## src/rtl/spi_cmd_parser.sv

```systemverilog
// spi_cmd_parser
//   Consumes the SPI slave's received-byte stream and assembles LTC2668-style
//   command frames: byte0 = {cmd, addr}, byte1 = data[15:8], byte2 = data[7:0].
//   Each complete frame is presented as a one-cycle o_Cmd_DV strobe.
//   For every received byte a response byte is queued for the slave's TX side:
//   byte0 -> readback[15:8], byte1 -> readback[7:0], byte2 -> status
//   {frame_cnt, err_cnt} as it stood when byte0 arrived.
//
//   Optional build macro: SPI_CMD_CHECKSUM_EN
//     Adds a fourth byte that must equal byte0 ^ byte1 ^ byte2. Its response
//     byte is 8'hA5 on match and 8'h5A on mismatch; a mismatch drops the frame.
//
// Ports
//   i_Clk          system clock
//   i_Rst_L        asynchronous active-low reset
//   i_RX_DV        received-byte strobe from the SPI slave
//   i_RX_Byte      received byte, valid with i_RX_DV
//   i_SPI_CS_n     raw chip select (asynchronous, synchronized here)
//   i_MISO_ready   slave can accept a TX byte
//   o_TX_DV        one-cycle TX load strobe
//   o_TX_Byte      TX byte, valid with o_TX_DV
//   i_Resp_Data    readback word, sampled when byte0 arrives
//   o_Cmd_DV       one-cycle complete-command strobe
//   o_Cmd          command nibble
//   o_Addr         channel address nibble
//   o_Data         data word
//   o_Cmd_Err      one-cycle error strobe (abort, timeout, overrun, bad checksum)
//   o_Busy         high while a frame is partially received
//
// state  | meaning
// -------+-------------------------------------------------
// S_IDLE | waiting for byte0 (cmd/addr)
// S_B1   | byte0 held, waiting for data high byte
// S_B2   | waiting for data low byte
// S_CHK  | waiting for checksum byte (checksum build only)

module spi_cmd_parser #(
  parameter int TIMEOUT_CLKS = 4096,
  parameter int CNT_W        = 4
) (
  input  logic        i_Clk,
  input  logic        i_Rst_L,
  input  logic        i_RX_DV,
  input  logic [7:0]  i_RX_Byte,
  input  logic        i_SPI_CS_n,
  input  logic        i_MISO_ready,
  output logic        o_TX_DV,
  output logic [7:0]  o_TX_Byte,
  input  logic [15:0] i_Resp_Data,
  output logic        o_Cmd_DV,
  output logic [3:0]  o_Cmd,
  output logic [3:0]  o_Addr,
  output logic [15:0] o_Data,
  output logic        o_Cmd_Err,
  output logic        o_Busy
);

  localparam int TMO_W = $clog2(TIMEOUT_CLKS + 1);
  localparam logic [TMO_W-1:0] TMO_LOAD = TMO_W'(TIMEOUT_CLKS);

  typedef enum logic [1:0] {S_IDLE, S_B1, S_B2, S_CHK} state_t;

  state_t             state;
  logic               cs_meta, cs_sync, cs_sync_d;
  logic [TMO_W-1:0]   tmo_cnt;
  logic [3:0]         cmd_l, addr_l;
  logic [7:0]         data_hi;
  logic [15:0]        resp_l;
  logic [7:0]         status_snap;
  logic [CNT_W-1:0]   frame_cnt, err_cnt;
  logic               tx_pend;
  logic [7:0]         tx_pend_byte;
`ifdef SPI_CMD_CHECKSUM_EN
  logic [7:0]         data_lo;
`endif

  logic               busy, cs_rise, tmo_hit, abort;
  logic               last_byte, cmd_ok, csum_bad;
  logic               tx_send, overrun;
  logic [7:0]         q_byte;
  logic [CNT_W-1:0]   err_inc;

  assign busy    = (state != S_IDLE);
  assign o_Busy  = busy;
  assign cs_rise = cs_sync & ~cs_sync_d;
  // The counter is reloaded on entry to a frame, so it only reaches 1 while busy
  // after TIMEOUT_CLKS idle cycles; the decrement to 0 is the abort edge.
  assign tmo_hit = (tmo_cnt <= TMO_W'(1));
  // A received byte always wins over a same-cycle abort request.
  assign abort   = busy & ~i_RX_DV & (cs_rise | tmo_hit);

`ifdef SPI_CMD_CHECKSUM_EN
  logic csum_ok;
  assign csum_ok   = (i_RX_Byte == ({cmd_l, addr_l} ^ data_hi ^ data_lo));
  assign last_byte = (state == S_CHK);
  assign cmd_ok    = i_RX_DV & last_byte & csum_ok;
  assign csum_bad  = i_RX_DV & last_byte & ~csum_ok;
`else
  assign last_byte = (state == S_B2);
  assign cmd_ok    = i_RX_DV & last_byte;
  assign csum_bad  = 1'b0;
`endif

  always_comb begin
    q_byte = 8'h00;
    case (state)
      S_IDLE:  q_byte = i_Resp_Data[15:8];
      S_B1:    q_byte = resp_l[7:0];
      S_B2:    q_byte = status_snap;
`ifdef SPI_CMD_CHECKSUM_EN
      S_CHK:   q_byte = csum_ok ? 8'hA5 : 8'h5A;
`endif
      default: q_byte = 8'h00;
    endcase
  end

  // Spacing of at least one idle cycle between TX strobes; an abort discards
  // whatever is still pending rather than sending it.
  assign tx_send = tx_pend & i_MISO_ready & ~o_TX_DV & ~abort;
  // Queuing over a byte that is not leaving this cycle loses it.
  assign overrun = i_RX_DV & tx_pend & ~tx_send;
  assign err_inc = CNT_W'(abort) + CNT_W'(overrun) + CNT_W'(csum_bad);

  always_ff @(posedge i_Clk or negedge i_Rst_L) begin
    if (!i_Rst_L) begin
      state        <= S_IDLE;
      // Synchronizer idles at the deasserted CS level so reset release
      // cannot look like a rising edge.
      cs_meta      <= 1'b1;
      cs_sync      <= 1'b1;
      cs_sync_d    <= 1'b1;
      tmo_cnt      <= '0;
      cmd_l        <= '0;
      addr_l       <= '0;
      data_hi      <= '0;
      resp_l       <= '0;
      status_snap  <= '0;
      frame_cnt    <= '0;
      err_cnt      <= '0;
      tx_pend      <= 1'b0;
      tx_pend_byte <= '0;
`ifdef SPI_CMD_CHECKSUM_EN
      data_lo      <= '0;
`endif
      o_TX_DV      <= 1'b0;
      o_TX_Byte    <= '0;
      o_Cmd_DV     <= 1'b0;
      o_Cmd        <= '0;
      o_Addr       <= '0;
      o_Data       <= '0;
      o_Cmd_Err    <= 1'b0;
    end else begin
      cs_meta   <= i_SPI_CS_n;
      cs_sync   <= cs_meta;
      cs_sync_d <= cs_sync;

      o_Cmd_DV  <= cmd_ok;
      o_Cmd_Err <= abort | overrun | csum_bad;
      err_cnt   <= err_cnt + err_inc;

      if (i_RX_DV)
        tmo_cnt <= TMO_LOAD;
      else if (busy && tmo_cnt != '0)
        tmo_cnt <= tmo_cnt - TMO_W'(1);

      if (cmd_ok) begin
        frame_cnt <= frame_cnt + CNT_W'(1);
        o_Cmd     <= cmd_l;
        o_Addr    <= addr_l;
`ifdef SPI_CMD_CHECKSUM_EN
        o_Data    <= {data_hi, data_lo};
`else
        o_Data    <= {data_hi, i_RX_Byte};
`endif
      end

      if (i_RX_DV) begin
        case (state)
          S_IDLE: begin
            cmd_l       <= i_RX_Byte[7:4];
            addr_l      <= i_RX_Byte[3:0];
            resp_l      <= i_Resp_Data;
            status_snap <= 8'({frame_cnt, err_cnt});
            state       <= S_B1;
          end
          S_B1: begin
            data_hi <= i_RX_Byte;
            state   <= S_B2;
          end
          S_B2: begin
`ifdef SPI_CMD_CHECKSUM_EN
            data_lo <= i_RX_Byte;
            state   <= S_CHK;
`else
            state   <= S_IDLE;
`endif
          end
          default: state <= S_IDLE;
        endcase
      end else if (abort) begin
        state <= S_IDLE;
      end

      o_TX_DV <= tx_send;
      if (tx_send)
        o_TX_Byte <= tx_pend_byte;

      if (i_RX_DV) begin
        tx_pend      <= 1'b1;
        tx_pend_byte <= q_byte;
      end else if (tx_send || abort) begin
        tx_pend <= 1'b0;
      end
    end
  end

endmodule

```

## config.mk

```make
export PLATFORM = sky130hd
export DESIGN_NAME = spi_cmd_parser
export DESIGN_NICKNAME = d
export VERILOG_FILES = /design/src/rtl/spi_cmd_parser.sv
export SDC_FILE = /design/constraint.sdc
export NUM_CORES = 1
export LEC_CHECK = 0
export BUFFER_PORTS_ARGS = -buffer_cell sky130_fd_sc_hd__buf_2
export CAP_MARGIN = 20
export CORE_ASPECT_RATIO = 1.75
export CORE_MARGIN = 2
export CORE_UTILIZATION = 45
export CTS_CLUSTER_DIAMETER = 80
export DETAILED_ROUTE_END_ITERATION = 6
export GPL_TIMING_DRIVEN = 0
export PLACE_DENSITY = 0.76
export SYNTH_ARGS = -nofsm -noshare
export SYNTH_HDL_FRONTEND = slang
export SYNTH_SLANG_ARGS = --single-unit
```

## constraint.sdc

```tcl
create_clock -name i_Clk -period 3.1 [get_ports i_Clk]
set_input_delay 0.31 -clock i_Clk [delete_from_list [all_inputs] [get_ports i_Clk]]
set_output_delay 0.31 -clock i_Clk [all_outputs]
set_load 0.05 [all_outputs]
```

==> flow_summary.toml, run 1 <==
[final_layout]
fin_cells = 527
area_growth_pct = 18.56
diodes = 0
nets = 435
drive_gt1_share_pct = 41.23
final_util_pct = 54.36
nFillCells = 780

[die]
ios = 65
die_area_sq_um = 10350
chipHeight_um = 133.1
core_area_sq_um = 9350
die_w_um = 77.78
start_util_pct = 45.85
rows = 47

[timing]
period_minus_slack_ns = 2.615
finalClockSkew_ns = 0.004585
finalCritPeriodShare_pct = 84.35
fin_hold_ws_ns = 0.05839
setup-violations-final = 0
finalHoldViolCount = 0
tightest_slew_ns = 0.6001
maxSlewViolCount = 0
fmax_mhz = 382.4
rsz0062_at_grt = "no"
relSlewSlack_pct = 59.84
fin_setup_tns_ns = 0

[place]
port_buffers = 63
dp.cells = 510
gp_congestion = 0.8257
dp_hpwl_mm = 6.216

[logic_synthesis]
synth_area_per_cell_sq_um = 13.23
yosys_warnings = 0
syn_nets = 359
synth-xor-area-share_pct = 1.022
postSynthCellCount = 324
seq_area_frac_synth_pct = 59.63
syn_area_sq_um = 4287
synth_mux_area_share_pct = 19.67
synth-compound-area-share_pct = 6.334
synth_ff_type = "dfrtp_1"
synth_top_family_by_area = "multiplexers"
synth_fa_ha_area_share_pct = 1.926
ys_ff_latch = 102
synth_edf_count = 0
synthSimpleGateAreaFrac_pct = 8.815
synth.distinct_cells = 49
synthArstFlopShare_pct = 100.0

[cts]
cts_setup_buffers = 0
clock-sinks = 102
clockBufferDepth = 2
cts_tree = "done"
worstSkewPairLatency_ns = 0.35
cts_max_level = 3
hold_buffers = 1
numCtsBuffers = 9
clk_pin_slew_ns = 0.07
cts.root.buffer_cell = "clkbuf_16"
cts_resized = 0

[setup_path]
critPathMaxFanout = 5
cp.required_ns = 3.36
crit_arrival_ns = 2.88
startpoint_type = "register"
critPathKind = "reg -> reg"
cp-end-kind = "register"

[drt]
detail_route.vias_per_cell = 5.220
antenna_left = 0
first_iter_violations = 99
dr.pass1.iters = 4
wirelength_mm = 8.496
wl_per_cell_um = 16.12
highest_layer = "met4"
routed-wl-met2_mm = 4.627
m1WireLength_mm = 3.319
vias = 2751
wl_met3_um = 351
drc = 0

[power_and_ir_drop]
irDropWorstVdd_v = 0.001001
seqPwrFrac_pct = 39.5
net-switching-power_mw = 2.418
p_per_area_nw_per_um2 = 1139
clkPwrFrac_pct = 18.7
p_int_mw = 3.369
p_leak_nw = 2.330
power_mw = 5.787
switching_share_pct = 41.78
pwr-share-comb_pct = 41.8

[grt]
grt_overflow_total = 0
grt_max_degree = 60
grt_pass1_vias = 2987
antenna_found_initial = 0
grt_first_pass_wirelength_mm = 14.01
track_usage_pct = 17.41

[outcome]
status = "finished clean"

[worst_hold_path]
hp-class = "in -> reg"

[flow_run]
drv_cap = 0
## cells by family after synthesis
| kind of cell | Yosys count |
|---|---|
| adder cells (fa/ha/maj) | 6 |
| AO/OA/AOI/OAI | 40 |
| AND/OR/NAND/NOR | 70 |
| multiplexers | 76 |
| buffers and inverters | 25 |
| XOR/XNOR | 5 |
| flip-flops | 102 |
## cells in the final DEF, fill, tap and decap left out, drive strengths merged, types with 5 or more instances in the layout
cell type / instances
clkbuf: 17
mux2: 66
mux2i: 10
ha: 5
nand2: 9
a21oi: 21
buf: 70
dfrtp: 99
inv: 15
nor4: 7
nor2: 26
## cell usage after synthesis, drive strengths merged, types with 2 or more instances
cell	count	share of area, %
dfrtp	99	58
or4	3	0.53
nand3	4	0.47
mux2i	10	2.3
o31ai	3	0.85
nor2	26	2.3
a21oi	21	2.5
nand2b	2	0.29
inv	10	0.88
dfstp	3	1.8
ha	5	1.5
o21bai	2	0.35
and2	2	0.29
nand2	9	0.79
or3	4	0.61
mux2	66	17
clkbuf	8	0.93
buf	6	0.70
nor2b	3	0.44
xnor2	2	0.41
nor4	7	1.4
xor2	3	0.61
o21ai	4	0.47
nand4	2	0.29
a31o	2	0.41
## power by group through the flow
stage	combinational (mW)	clock, mW	sequential, mW
floorplan	1.12	0	3.00
global placement	2.35	0	2.27
detailed placement	2.43	0	2.31
CTS	2.44	1.11	2.29
global route	2.59	1.16	2.36
finish	2.42	1.08	2.29
## state kept, by name, summed over array words and instances (netlist names), 8 cells and up
name,cells
resp_l,8
status_snap,8
tmo_cnt,13
o_TX_Byte,8
tx_pend_byte,8
data_hi,8
o_Data,16
## worst max-delay path, stage by stage, from the launching register on
cell and delay, ns:
dfrtp_1 0.44, nor4_4 0.45, a41oi_2 0.26, or3_2 0.56, fa_1 0.40, inv_1 0.10
and3_1 0.18, xor2_1 0.16
## path summary, 6_finish.rpt
check	cells after the start	slack, ns	end	from
setup / recovery	7	0.49	err_cnt[3]	tmo_cnt[6]
hold / removal	1	0.06	cs_meta	i_SPI_CS_n
hold reg to reg	0	0.36	cs_sync	cs_meta
setup reg to reg	7	0.49	err_cnt[3]	tmo_cnt[6]
max in group asynchronous	3	1.91	resp_l[4]	i_Rst_L
min in group asynchronous	2	0.51	tmo_cnt[12]	i_Rst_L
## per-stage QoR
step | setup WS, ns | instance area, sq um
3_5_place_dp | 0.4888 | 4785
5_1_grt | 0.3353 | 5082
2_1_floorplan | 0.7762 | 4287
4_1_cts | 0.4830 | 5082
3_3_place_gp | 0.5570 | 4755
6_report | 0.4851 | 5082
## metal layers
layer,GRT usage [%],vias to the layer above
met3,4.268,17
met1,19.31,1371
met2,30.70,64
met5,0,-
li1,-,1299
met4,8.433,0
## cell type report
class                           instances  area (sq um)  area share, %
Sequential cell                       102          2556          50.30
Multi-Input combinational cell        197          1619          31.86
Timing Repair Buffer                   65         355.3          6.992
Clock buffer                            9         225.2          4.431
Tap cell                              122         152.6          3.003
Buffer                                 14         70.07          1.379
Clock inverter                          7         62.56          1.231
Inverter                               11         41.29         0.8124
No activity file was read; power rests on OpenSTA's default activity.
==> inputs of run 2 (changes only) <==
--- a/config.mk
+++ b/config.mk
@@ -13,7 +13,7 @@
 export CTS_CLUSTER_DIAMETER = 80
 export DETAILED_ROUTE_END_ITERATION = 6
 export GPL_TIMING_DRIVEN = 0
-export PLACE_DENSITY = 0.76
+export PLACE_DENSITY = 0.79
 export SYNTH_ARGS = -nofsm -noshare
 export SYNTH_HDL_FRONTEND = slang
 export SYNTH_SLANG_ARGS = --single-unit
==> constraint.sdc (replaced) <==
create_clock -name i_Clk -period 2.1 [get_ports i_Clk]
set_input_delay 0.21 -clock i_Clk [delete_from_list [all_inputs] [get_ports i_Clk]]
set_output_delay 0.21 -clock i_Clk [all_outputs]
set_load 0.05 [all_outputs]
==> flow_summary.toml, run 2 (synthesis results as in run 1) <==
[outcome]
status = "finished, violations left"
violations = "negative setup slack"

[grt]
busiest_layer = "met2"
met3_usage_pct = 4.133
met1_usage_pct = 21.48
grt_overflow_total = 0
track_usage_pct = 18.99
grt_util_met2_pct = 32.81
grt_first_pass_wirelength_mm = 15.08
antenna_found_initial = 0
grt_pass1_vias = 3009
grt_max_degree = 67

[final_layout]
fin_cells = 540
largest_reg_flops = 16
final_common_cell = "dfrtp_1"
top_regs = "o_Data: 16 flops, tmo_cnt: 13 flops"
layout_common_cells = "dfrtp_1 (96), buf_2 (67), mux2_2 (66)"
nets = 448
final_util_pct = 56.75
diodes = 0
largest-register = "o_Data"
drive_gt1_share_pct = 45.93
area_growth_pct = 23.79

[setup_path]
critPathMaxFanout = 3
cp.required_ns = 2.37
slowest_delay_ns = 0.42
critPathKind = "reg -> reg"
crit_slowest_cell = "dfrtp_1"
cp-end-kind = "register"
cp_cell_sequence = "nor4_4, a41oi_4, or3_4, fa_2, inv_2, and3_4, xor2_1"
crit_arrival_ns = 2.42
startpoint_type = "register"

[flow_run]
drv_cap = 0

[power_and_ir_drop]
p_per_area_nw_per_um2 = 1703
irDropWorstVdd_v = 0.001084
p_leak_nw = 2.425

[place]
port_buffers = 63
dp.cells = 510
pre_cts_ws_ns = -0.3433
gp_congestion = 0.8115
dp_hpwl_mm = 6.192

[timing]
rsz0062_at_grt = "yes"
relSlewSlack_pct = 59.93
fmax_mhz = 464.0
tightest_slew_ns = 0.6010
finalHoldViolCount = 0
period_minus_slack_ns = 2.155
setup-violations-final = 3
finalCritPeriodShare_pct = 102.6
finalClockSkew_ns = 0.004447
maxSlewViolCount = 0
fin_ws_ns = -0.05517

[drt]
dr.pass1.iters = 5
first_iter_violations = 233
antenna_left = 0
detail_route.vias_per_cell = 5.337
vias = 2882
drc = 0
wirelength_mm = 9.173
wl_per_cell_um = 16.99

[cts]
clk_pin_slew_ns = 0.07
clockBufferDepth = 2
cts_tree = "done"
cts.root.buffer_cell = "clkbuf_16"
numCtsBuffers = 9
clock-sinks = 102
cts_max_level = 3
worstSkewPairLatency_ns = 0.34

[die]
die_w_um = 77.78
rows = 47
start_util_pct = 45.85
chipHeight_um = 133.1
die_area_sq_um = 10350
ios = 65
core_area_sq_um = 9350

[worst_hold_path]
hp-class = "in -> reg"
run 2: cell count changes in the layout (fill, tap and decap cells not counted), moves of 2 or more:
cell and delta:
buf_4 +11, bufinv_16 +2, clkbuf_1 -2, clkbuf_2 +2, dfrtp_1 -3, dfrtp_2 +3, inv_1 -2, inv_2 +2
inv_6 -3
run 2: stage by stage:
step / setup TNS (ns) / hold slack (ns) / power [mW] / instance area [sq um]
after global placement: -19.26 / 0.3169 / 6.826 / 4761
after CTS: -0.1009 / 0.08611 / 9.013 / 5269
after detailed placement: -6.408 / 0.2072 / 7.025 / 4791
after global routing: -0.3289 / 0.08756 / 9.545 / 5306
final: -0.1063 / 0.09420 / 9.036 / 5306
after floorplan: -0.2951 / -0.08559 / 6.092 / 4293
run 2: layer usage:
layer	routed length (um)	share of wire, %
met3	430	4.7
met2	4819	53
met4	359	3.9
met1	3563	39
met5	0	0
run 2: cell type report:
class,instances,area (sq um)
Sequential cell,102,2560
Clock inverter,7,105.1
Multi-Input combinational cell,197,1679
Timing Repair Buffer,78,467.9
Buffer,14,75.07
Tap cell,122,152.6
Clock buffer,9,225.2
Fill cell,754,4044
Inverter,11,41.29
run 2: worst paths after layout:
path	slack (ns)	end	startpoint	cells after the start
worst min register to register	0.36	cs_sync	cs_meta	0
worst min-delay path	0.09	resp_l[5]	i_Resp_Data[5]	2
worst max-delay path	-0.06	err_cnt[3]	tmo_cnt[7]	7
min in group asynchronous	0.39	tmo_cnt[9]	i_Rst_L	2
max in group asynchronous	1.03	o_Addr[0]	i_Rst_L	3
worst max register to register	-0.06	err_cnt[3]	tmo_cnt[7]	7
run 2: what timing repair did:
| item | 4_1_cts | 5_1_grt |
|---|---|---|
| hold buffers | 2 | 0 |
| pin swaps | 5 | 1 |
| gates resized for setup | 12 | 6 |
| endpoints found under the setup margin | 41 | 40 |
| buffers inserted | 9 | 3 |
| hold endpoints to repair | 34 | 0 |
run 2: critical path: cells and delay by family (launching register included):
| family | cells | cell delay (ns) |
|---|---|---|
| AND/OR/NAND/NOR | 3 | 0.91 |
| XOR/XNOR | 1 | 0.14 |
| adder cells (fa/ha/maj) | 1 | 0.36 |
| AO/OA/AOI/OAI | 1 | 0.17 |
| buffers and inverters | 1 | 0.07 |
| flip-flops | 1 | 0.42 |
run 2: where the power goes:
group / internal [mW] / switching [mW]
combinational: 1.44 / 2.38
clock: 1.06 / 0.742
sequential: 2.85 / 0.569
